`src/rtl/pixel_pkg.sv`:
```
// Shared types, mode codes and LFSR helpers for the pixel hit recorder.
// The LFSR helpers back the PIXEL_LFSR_COUNTER_EN counter encoding.
package pixel_pkg;

  typedef enum logic [1:0] {
    ST_IDLE  = 2'b00,
    ST_ARMED = 2'b01,
    ST_MEAS  = 2'b10,
    ST_HOLD  = 2'b11
  } pix_state_e;

  localparam logic [1:0] MODE_TOA  = 2'b00;
  localparam logic [1:0] MODE_CNT  = 2'b01;
  localparam logic [1:0] MODE_ITOT = 2'b10;

  // Maximal-length XNOR taps for a left-shifting LFSR, feedback into bit 0.
  function automatic logic [15:0] lfsr_taps(input int w);
    logic [15:0] t;
    case (w)
      4:       t = 16'h000C;
      5:       t = 16'h0014;
      6:       t = 16'h0030;
      7:       t = 16'h0060;
      8:       t = 16'h00B8;
      9:       t = 16'h0110;
      10:      t = 16'h0240;
      11:      t = 16'h0500;
      12:      t = 16'h0829;
      13:      t = 16'h100D;
      14:      t = 16'h2015;
      15:      t = 16'h6000;
      default: t = 16'hD008;
    endcase
    return t;
  endfunction

  function automatic logic [15:0] width_mask(input int w);
    return 16'((32'h1 << w) - 32'h1);
  endfunction

  function automatic logic [15:0] lfsr_next(input logic [15:0] s, input int w);
    logic fb;
    fb = ~^(s & lfsr_taps(w));
    return ((s << 1) | {15'd0, fb}) & width_mask(w);
  endfunction

  // State reached from the all-zero seed after 2^w-2 steps (saturation point).
  function automatic logic [15:0] lfsr_sat_state(input int w);
    logic [15:0] s;
    s = '0;
    for (int i = 0; i < (1 << w) - 2; i++) begin
      s = lfsr_next(s, w);
    end
    return s;
  endfunction

endpackage

```
`src/rtl/pixel_hit_recorder_sat_counter.sv`:
```
// Saturating clear/load/increment counter, binary by default or XNOR LFSR
// encoded when PIXEL_LFSR_COUNTER_EN is defined.
module pixel_sat_counter
  import pixel_pkg::*;
#(
  parameter int W = 8
) (
  input  logic         clk_i,
  input  logic         rst_i,
  input  logic         clr_i,
  input  logic         load_one_i,
  input  logic         inc_i,
  output logic [W-1:0] cnt_o,
  output logic         sat_o
);

  localparam logic [W-1:0] CNT_ONE = {{(W-1){1'b0}}, 1'b1};

  logic [W-1:0] cnt_q, cnt_d, cnt_step;
  logic         sat_q;

`ifdef PIXEL_LFSR_COUNTER_EN
  localparam logic [15:0]  TAPS16  = lfsr_taps(W);
  localparam logic [15:0]  SAT16   = lfsr_sat_state(W);
  localparam logic [W-1:0] TAPS    = TAPS16[W-1:0];
  localparam logic [W-1:0] CNT_MAX = SAT16[W-1:0];

  // One step from the all-zero seed is 0...01, so CNT_ONE is valid here too.
  assign cnt_step = {cnt_q[W-2:0], ~^(cnt_q & TAPS)};
`else
  localparam logic [W-1:0] CNT_MAX = '1;

  assign cnt_step = cnt_q + CNT_ONE;
`endif

  always_comb begin
    cnt_d = cnt_q;
    if (clr_i) begin
      cnt_d = '0;
    end else if (load_one_i) begin
      cnt_d = CNT_ONE;
    end else if (inc_i && (cnt_q != CNT_MAX)) begin
      cnt_d = cnt_step;
    end
  end

  always_ff @(posedge clk_i) begin
    if (rst_i) begin
      cnt_q <= '0;
      sat_q <= 1'b0;
    end else begin
      cnt_q <= cnt_d;
      sat_q <= (cnt_d == CNT_MAX);
    end
  end

  assign cnt_o = cnt_q;
  assign sat_o = sat_q;

endmodule

```
`src/rtl/pixel_hit_recorder.sv`:
```
// Per-pixel hit recorder: ToA+ToT, event count or integrated ToT within the
// shutter window, result held until acked. Counter encoding: PIXEL_LFSR_COUNTER_EN.
//
// state | meaning
// IDLE  | shutter closed, nothing pending
// ARMED | shutter open, waiting for a synchronised hit edge
// MEAS  | measurement running
// HOLD  | result valid, waiting for data_ack
module pixel_hit_recorder
  import pixel_pkg::*;
#(
  parameter int TOT_W       = 8,
  parameter int TS_W        = 9,
  parameter int FTOA_W      = 5,
  parameter int SYNC_STAGES = 2
) (
  input  logic              clk_gating_pixel_40MHz,
  input  logic              out_flag,
  input  logic              shutter,
  input  logic [1:0]        mode,
  input  logic              mask,
  input  logic              hit_pixel,
  input  logic [TS_W-1:0]   TimeStamp,
  input  logic [FTOA_W-1:0] ftoa_in,
  input  logic              data_ack,
  output logic              data_valid,
  output logic              hit_busy,
  output logic [TOT_W-1:0]  ToT_data,
  output logic [TS_W-1:0]   timestamp_hit,
  output logic [FTOA_W-1:0] FTOA,
  output logic              overflow
);

  logic [SYNC_STAGES-1:0] hit_sync_q;
  logic                   hit_prev_q;
  logic                   shutter_q;
  logic [1:0]             mode_q;
  pix_state_e             state_q;
  logic                   data_valid_q;
  logic                   hit_busy_q;
  logic [TS_W-1:0]        ts_q;
  logic [FTOA_W-1:0]      ftoa_q;

  logic hit_s, hit_rise, hit_fall;
  logic window_mode, start_meas, meas_done, cnt_inc, cnt_clr;

  assign hit_s    = hit_sync_q[SYNC_STAGES-1];
  assign hit_rise = hit_s && !hit_prev_q;
  assign hit_fall = !hit_s && hit_prev_q;

  // Count and iToT close on the shutter; ToA (and the unused code 11) on the hit.
  assign window_mode = (mode_q == MODE_CNT) || (mode_q == MODE_ITOT);
  assign start_meas  = (state_q == ST_ARMED) && shutter && hit_rise && !mask;
  assign meas_done   = window_mode ? !shutter : hit_fall;
  assign cnt_inc     = (state_q == ST_MEAS) && !meas_done &&
                       ((mode_q == MODE_CNT) ? hit_rise : hit_s);
  assign cnt_clr     = (state_q == ST_HOLD) && data_ack;

  always_ff @(posedge clk_gating_pixel_40MHz) begin
    if (out_flag) begin
      hit_sync_q   <= '0;
      hit_prev_q   <= 1'b0;
      shutter_q    <= 1'b0;
      mode_q       <= MODE_TOA;
      state_q      <= ST_IDLE;
      data_valid_q <= 1'b0;
      hit_busy_q   <= 1'b0;
      ts_q         <= '0;
      ftoa_q       <= '0;
    end else begin
      hit_sync_q <= {hit_sync_q[SYNC_STAGES-2:0], hit_pixel};
      hit_prev_q <= hit_s;
      shutter_q  <= shutter;
      if (shutter && !shutter_q) begin
        mode_q <= mode;
      end

      case (state_q)
        ST_IDLE: begin
          if (shutter) begin
            state_q <= ST_ARMED;
          end
        end
        ST_ARMED: begin
          if (!shutter) begin
            state_q <= ST_IDLE;
          end else if (start_meas) begin
            state_q    <= ST_MEAS;
            hit_busy_q <= 1'b1;
            ts_q       <= TimeStamp;
            ftoa_q     <= ftoa_in;
          end
        end
        ST_MEAS: begin
          if (meas_done) begin
            state_q      <= ST_HOLD;
            data_valid_q <= 1'b1;
          end
        end
        ST_HOLD: begin
          if (data_ack) begin
            state_q      <= shutter ? ST_ARMED : ST_IDLE;
            data_valid_q <= 1'b0;
            hit_busy_q   <= 1'b0;
            ts_q         <= '0;
            ftoa_q       <= '0;
          end
        end
        default: state_q <= ST_IDLE;
      endcase
    end
  end

  pixel_sat_counter #(
    .W(TOT_W)
  ) u_tot_cnt (
    .clk_i      (clk_gating_pixel_40MHz),
    .rst_i      (out_flag),
    .clr_i      (cnt_clr),
    .load_one_i (start_meas),
    .inc_i      (cnt_inc),
    .cnt_o      (ToT_data),
    .sat_o      (overflow)
  );

  assign data_valid    = data_valid_q;
  assign hit_busy      = hit_busy_q;
  assign timestamp_hit = ts_q;
  assign FTOA          = ftoa_q;

endmodule
```
`config.mk`:
```
export PLATFORM = sky130hd
export DESIGN_NAME = pixel_hit_recorder
export DESIGN_NICKNAME = d
export VERILOG_FILES = /design/src/rtl/pixel_pkg.sv /design/src/rtl/pixel_hit_recorder_sat_counter.sv /design/src/rtl/pixel_hit_recorder.sv
export SDC_FILE = /design/constraint.sdc
export NUM_CORES = 1
export LEC_CHECK = 0
export CAP_MARGIN = 30
export CORE_ASPECT_RATIO = 0.7
export CORE_MARGIN = 3
export CORE_UTILIZATION = 40
export CTS_BUF_LIST = sky130_fd_sc_hd__clkbuf_2
export CTS_CLUSTER_SIZE = 25
export DETAILED_ROUTE_END_ITERATION = 8
export PLACE_DENSITY = 0.69
export SETUP_SLACK_MARGIN = 0.2
export SYNTH_ARGS = -nofsm -noshare
export SYNTH_HDL_FRONTEND = slang
export SYNTH_HIERARCHICAL = 1
export SYNTH_SLANG_ARGS = --single-unit
```
`constraint.sdc`:
```
create_clock -name clk_gating_pixel_40MHz -period 3.3 [get_ports clk_gating_pixel_40MHz]
set_clock_uncertainty 0.15 [all_clocks]
set_input_delay 0.99 -clock clk_gating_pixel_40MHz [delete_from_list [all_inputs] [get_ports clk_gating_pixel_40MHz]]
set_output_delay 0.99 -clock clk_gating_pixel_40MHz [all_outputs]
set_load 0.005 [all_outputs]
```
# [Word level (Yosys, flattened, before mapping)]
# Index checks and enable logic that the tools add are counted.
[classes] n_mux=26 reduce_logical=23 n_eq_ne=13 n_addsub=1
[ops] op="two-way mux 9 bit" n=3
[ops] op="two-way mux 8 bit" n=3
[ops] op="one-hot mux 9 bit (2 select lines)" n=1
[ops] op="two-way mux 5 bit" n=3
[ops] op="logical AND 1 bit" n=10
[ops] op="two-way mux 2 bit" n=5
[ops] op="inequality test 2 bit, second input constant" n=5
[ops] op="one-hot mux 5 bit (2 select lines)" n=1
[ops] op="adder 8 x 1 -> 8 bit, second input constant" n=1
[ops] op="equality test 8 bit, second input constant" n=1
[ops] op="inequality test 8 bit, second input constant" n=1
[ops] op="one-hot mux 2 bit (4 select lines)" n=1
[ops] op="AND reduction 4 bit" n=2
[ops] op="two-way mux 1 bit" n=7
[ops] op="equality test 2 bit, second input constant" n=3
[ops] op="logical NOT 1 bit" n=6
[ops] op="equality test 2 x 1 -> 1 bit, second input constant" n=2
[ops] op="one-hot mux 1 bit (2 select lines)" n=2
[ops] op="nonzero test 2 bit" n=2
[ops] op="inequality test 3 bit, second input constant" n=1
[ops] op="AND reduction 3 bit" n=1
[ops] op="logical NOT 2 bit" n=1
[ops] op="logical OR 1 bit" n=1
[totals] out_inout_bits=25 inputBits=22 ff_bits=33

# [Longest topological paths before layout]
[depth] depth_word=11 mapped_depth=10

# [By module]
# Netlist, hierarchy kept.
[modules_own_cells] mod="pixel_hit_recorder" cells_each=109 n_inst=1 area_per_inst_um2=1093.5
[modules_own_cells] mod="pixel_sat_counter" cells_each=67 n_inst=1 area_per_inst_um2=566.8

==> results.tsv <==
metric	value	unit
Die Y	59.9	microns
register area share after synthesis	39.8	%
highest clock rate	336	MHz
PwrDens	291	nW/um^2
startpoint types	primary input	
DR vias	1531	
initial core utilization	44.4	%
CTS H-Tree Depth	2	
largest net degree at the start of global routing	25	
max-cap violation count	0	
commonest cells after routing, fill and taps aside	46 x clkdlybuf4s50_1, 33 x dfxtp_1, 19 x nand3_1	
kind of critical path	in -> gate	
post-synth top area share	39.8	%
number of global-route vias before repair	1513	
CTS tree	done	
CTS Buffer Depth	2	
synthesis-to-finish area growth	34.3	%
Synth Cell Area	1660	sq um
placed inst area	2190	sq um
Overall Global Routing Usage	17.7	%
Critical Path Source	mask	
layout cells sized above 1	19.3	%
Rel. slew slack	67.2	%
clk root buf	clkbuf_2	
ANT cells	0	
Seq pwr share	63.0	%
drt via density	5.51	
status	completed	
final hold viol count	0	
Crit Path Max Fanout	3	
die width	83.0	microns
initial antenna violation count	0	
PortBufs	46	
initial drt markers	66	
final setup violation count	0	
setup bufs post-CTS	0	
DRC viols	0	
Synth area leaders	dfxtp_1 40%, o211ai_2 7.5%, nand3_1 5.7%	
Clk pwr share	27.3	%
die area	4970	sq um
Sw Share	24.9	%
FF-to-FF Start	mode_q[1]$_SDFFE_PP0P_	
Net count, final	252	
RSZ-0062 raised after global routing	false	
total core area	3740	sq um
# rows	18	
worst-margin pin slew	0.493	ns
fin. max-slew vios	0	
Final GP Congestion	0.946	
worst hold margin	0.305	ns
Psw	0.161	mW
Syn Area/Cell	9.43	sq um
commonest non-fill, non-tap cell in the layout	clkdlybuf4s50_1	
CP Capture Type	clock gate	
Pre-antenna DRT Iters	4	
HP Start	hit_sync_q[0]$_SDFF_PP0_	
combinational power share	9.7	%
clk sink count	33	
first-pass GRT wire length	7.03	mm
Synth Register Bits	33	
end of the critical path	u_tot_cnt/sat_o$_SDFF_PP0_	
Total Wirelength	4.32	mm
Syn Inst Count	176	
clock latency on the worst-skew pair	0.36	ns
WL/cell	15.5	microns
total grt overflow	0	
data required time at the worst endpoint	3.43	ns
clock slew at reported path FFs	0.17	ns
shortest period the worst path allows	2.98	ns
Post-Syn Nets	200	
post-synth cell types	43	
VDD IR max	0.000273	V
Synth area leader	dfxtp_1	
post-route cell area	2230	sq um
YS warnings	6	
Routed Antenna Nets	0	
type of the most critical hold path	gate -> gate	
CP arrival	3.11	ns
fin crit share	90.3	%
Lkg Pwr	0.775	nW
Crit Reg-Reg Endpoint	u_tot_cnt/sat_o$_SDFF_PP0_	
Reg2Reg Depth	9	
TritonCTS Buffers	5	
DPL Wire Length	3.15	mm
io pins	47	
Internal Power	0.487	mW
R2R Setup Slk	0.76	ns
-- worst min path at each step --
stage / endpoint / slack, ns / cells after the start
floorplan: hit_sync_q[1]$_SDFF_PP0_ / 0.26 / 1
global placement: hit_sync_q[1]$_SDFF_PP0_ / 0.27 / 1
detailed placement: hit_sync_q[1]$_SDFF_PP0_ / 0.27 / 1
CTS: hit_sync_q[1]$_SDFF_PP0_ / 0.31 / 1
global route: hit_sync_q[1]$_SDFF_PP0_ / 0.32 / 1
finish: hit_sync_q[1]$_SDFF_PP0_ / 0.31 / 1
-- synthesized netlist by cell type --
library cell	instances
a41oi_1	2
a2111oi_2	2
o2111ai_1	1
o21ai_0	3
buf_2	1
nand4b_1	1
nand2b_2	1
nand3_1	19
nand2_1	10
or4_1	1
a211oi_1	1
nand4b_4	1
nor3_1	2
nand4_1	3
a311oi_1	2
and2b_1	1
o211ai_1	4
or3b_1	1
ha_1	2
inv_1	7
and4bb_4	1
buf_6	2
buf_1	1
nor3b_1	3
a21oi_2	9
o22a_1	1
and4_1	1
nor4b_1	1
nor4_1	1
buf_4	5
a21oi_1	13
nor2_1	8
clkbuf_1	3
o211ai_2	10
o31a_1	1
and3b_1	1
nand4bb_1	1
nor2b_1	6
a21boi_0	1
dfxtp_1	33
mux2i_1	3
and3_1	5
nand3_2	1
-- flip-flops by register name (all words and copies together), names as in the netlist, 2 cells and up, named ones only --
name             count
u_tot_cnt/cnt_o      8
mode_q               2
timestamp_hit        9
FTOA                 5
hit_sync_q           2
-- metrics by stage --
step / util, % / TNS, ns / setup WS, ns / power (mW) / cells
CTS: 59.4 / 0 / 0.231 / 0.658 / 278
finish: 59.6 / 0 / 0.321 / 0.648 / 278
global route: 59.6 / 0 / 0.242 / 0.681 / 278
global placement: 58.5 / -0.0425 / -0.0425 / 0.476 / 271
detailed placement: 58.5 / -0.223 / -0.160 / 0.478 / 271
floorplan: - / 0 / 0.574 / 0.443 / 176
-- per-layer routing --
metal  global-route usage [%]  routed length [microns]  up-vias  share of wire, %
li1                         -                        -      762                 -
met1                     22.9                     2060      718                48
met3                     4.96                      233        4               5.4
met4                     6.29                       25        0              0.58
met2                     28.9                     2000       47                46
met5                        0                        0        -                 0
-- worst max-delay path: stages --
cell             delay [ns]
clkdlybuf4s50_1        0.53
and4bb_4               0.25
nand2_1                0.08
inv_1                  0.06
or3b_1                 0.39
a2111oi_2              0.35
nand4b_1               0.17
a2111oi_2              0.29
-- cell type report --
type	count	area [sq um]
tap	50	62.6
multi-input combinational	124	903
fill	334	1510
sequential	33	661
timing repair buffer	57	543
clock buffer	6	30.0
inverter	7	26.3
clock inverter	1	3.75
-- repair_timing --
item	4_1_cts	5_1_grt
endpoints found under the setup margin	0	2
hold buffers	0	0
gates resized for setup	0	3
-- logic make-up (layout without fill, tap and decap cells) --
| group | count (synthesis) | count (layout) | synth area share (%) |
|---|---|---|---|
| simple gates | 69 | 69 | 25.2 |
| compound gates | 50 | 50 | 25.3 |
| mux | 3 | 3 | 1.81 |
| flops | 33 | 33 | 39.8 |
| fa+ha+maj | 2 | 2 | 1.51 |
| buf+inv | 19 | 71 | 6.41 |
-- power groups by stage --
stage	combinational, mW	sequential [mW]	clock [mW]
detailed placement	0.0620	0.416	0
floorplan	0.0271	0.415	0
CTS	0.0625	0.408	0.187
global placement	0.0605	0.416	0
global route	0.0674	0.409	0.205
finish	0.0629	0.408	0.177
(Power assumes the default switching activity.)
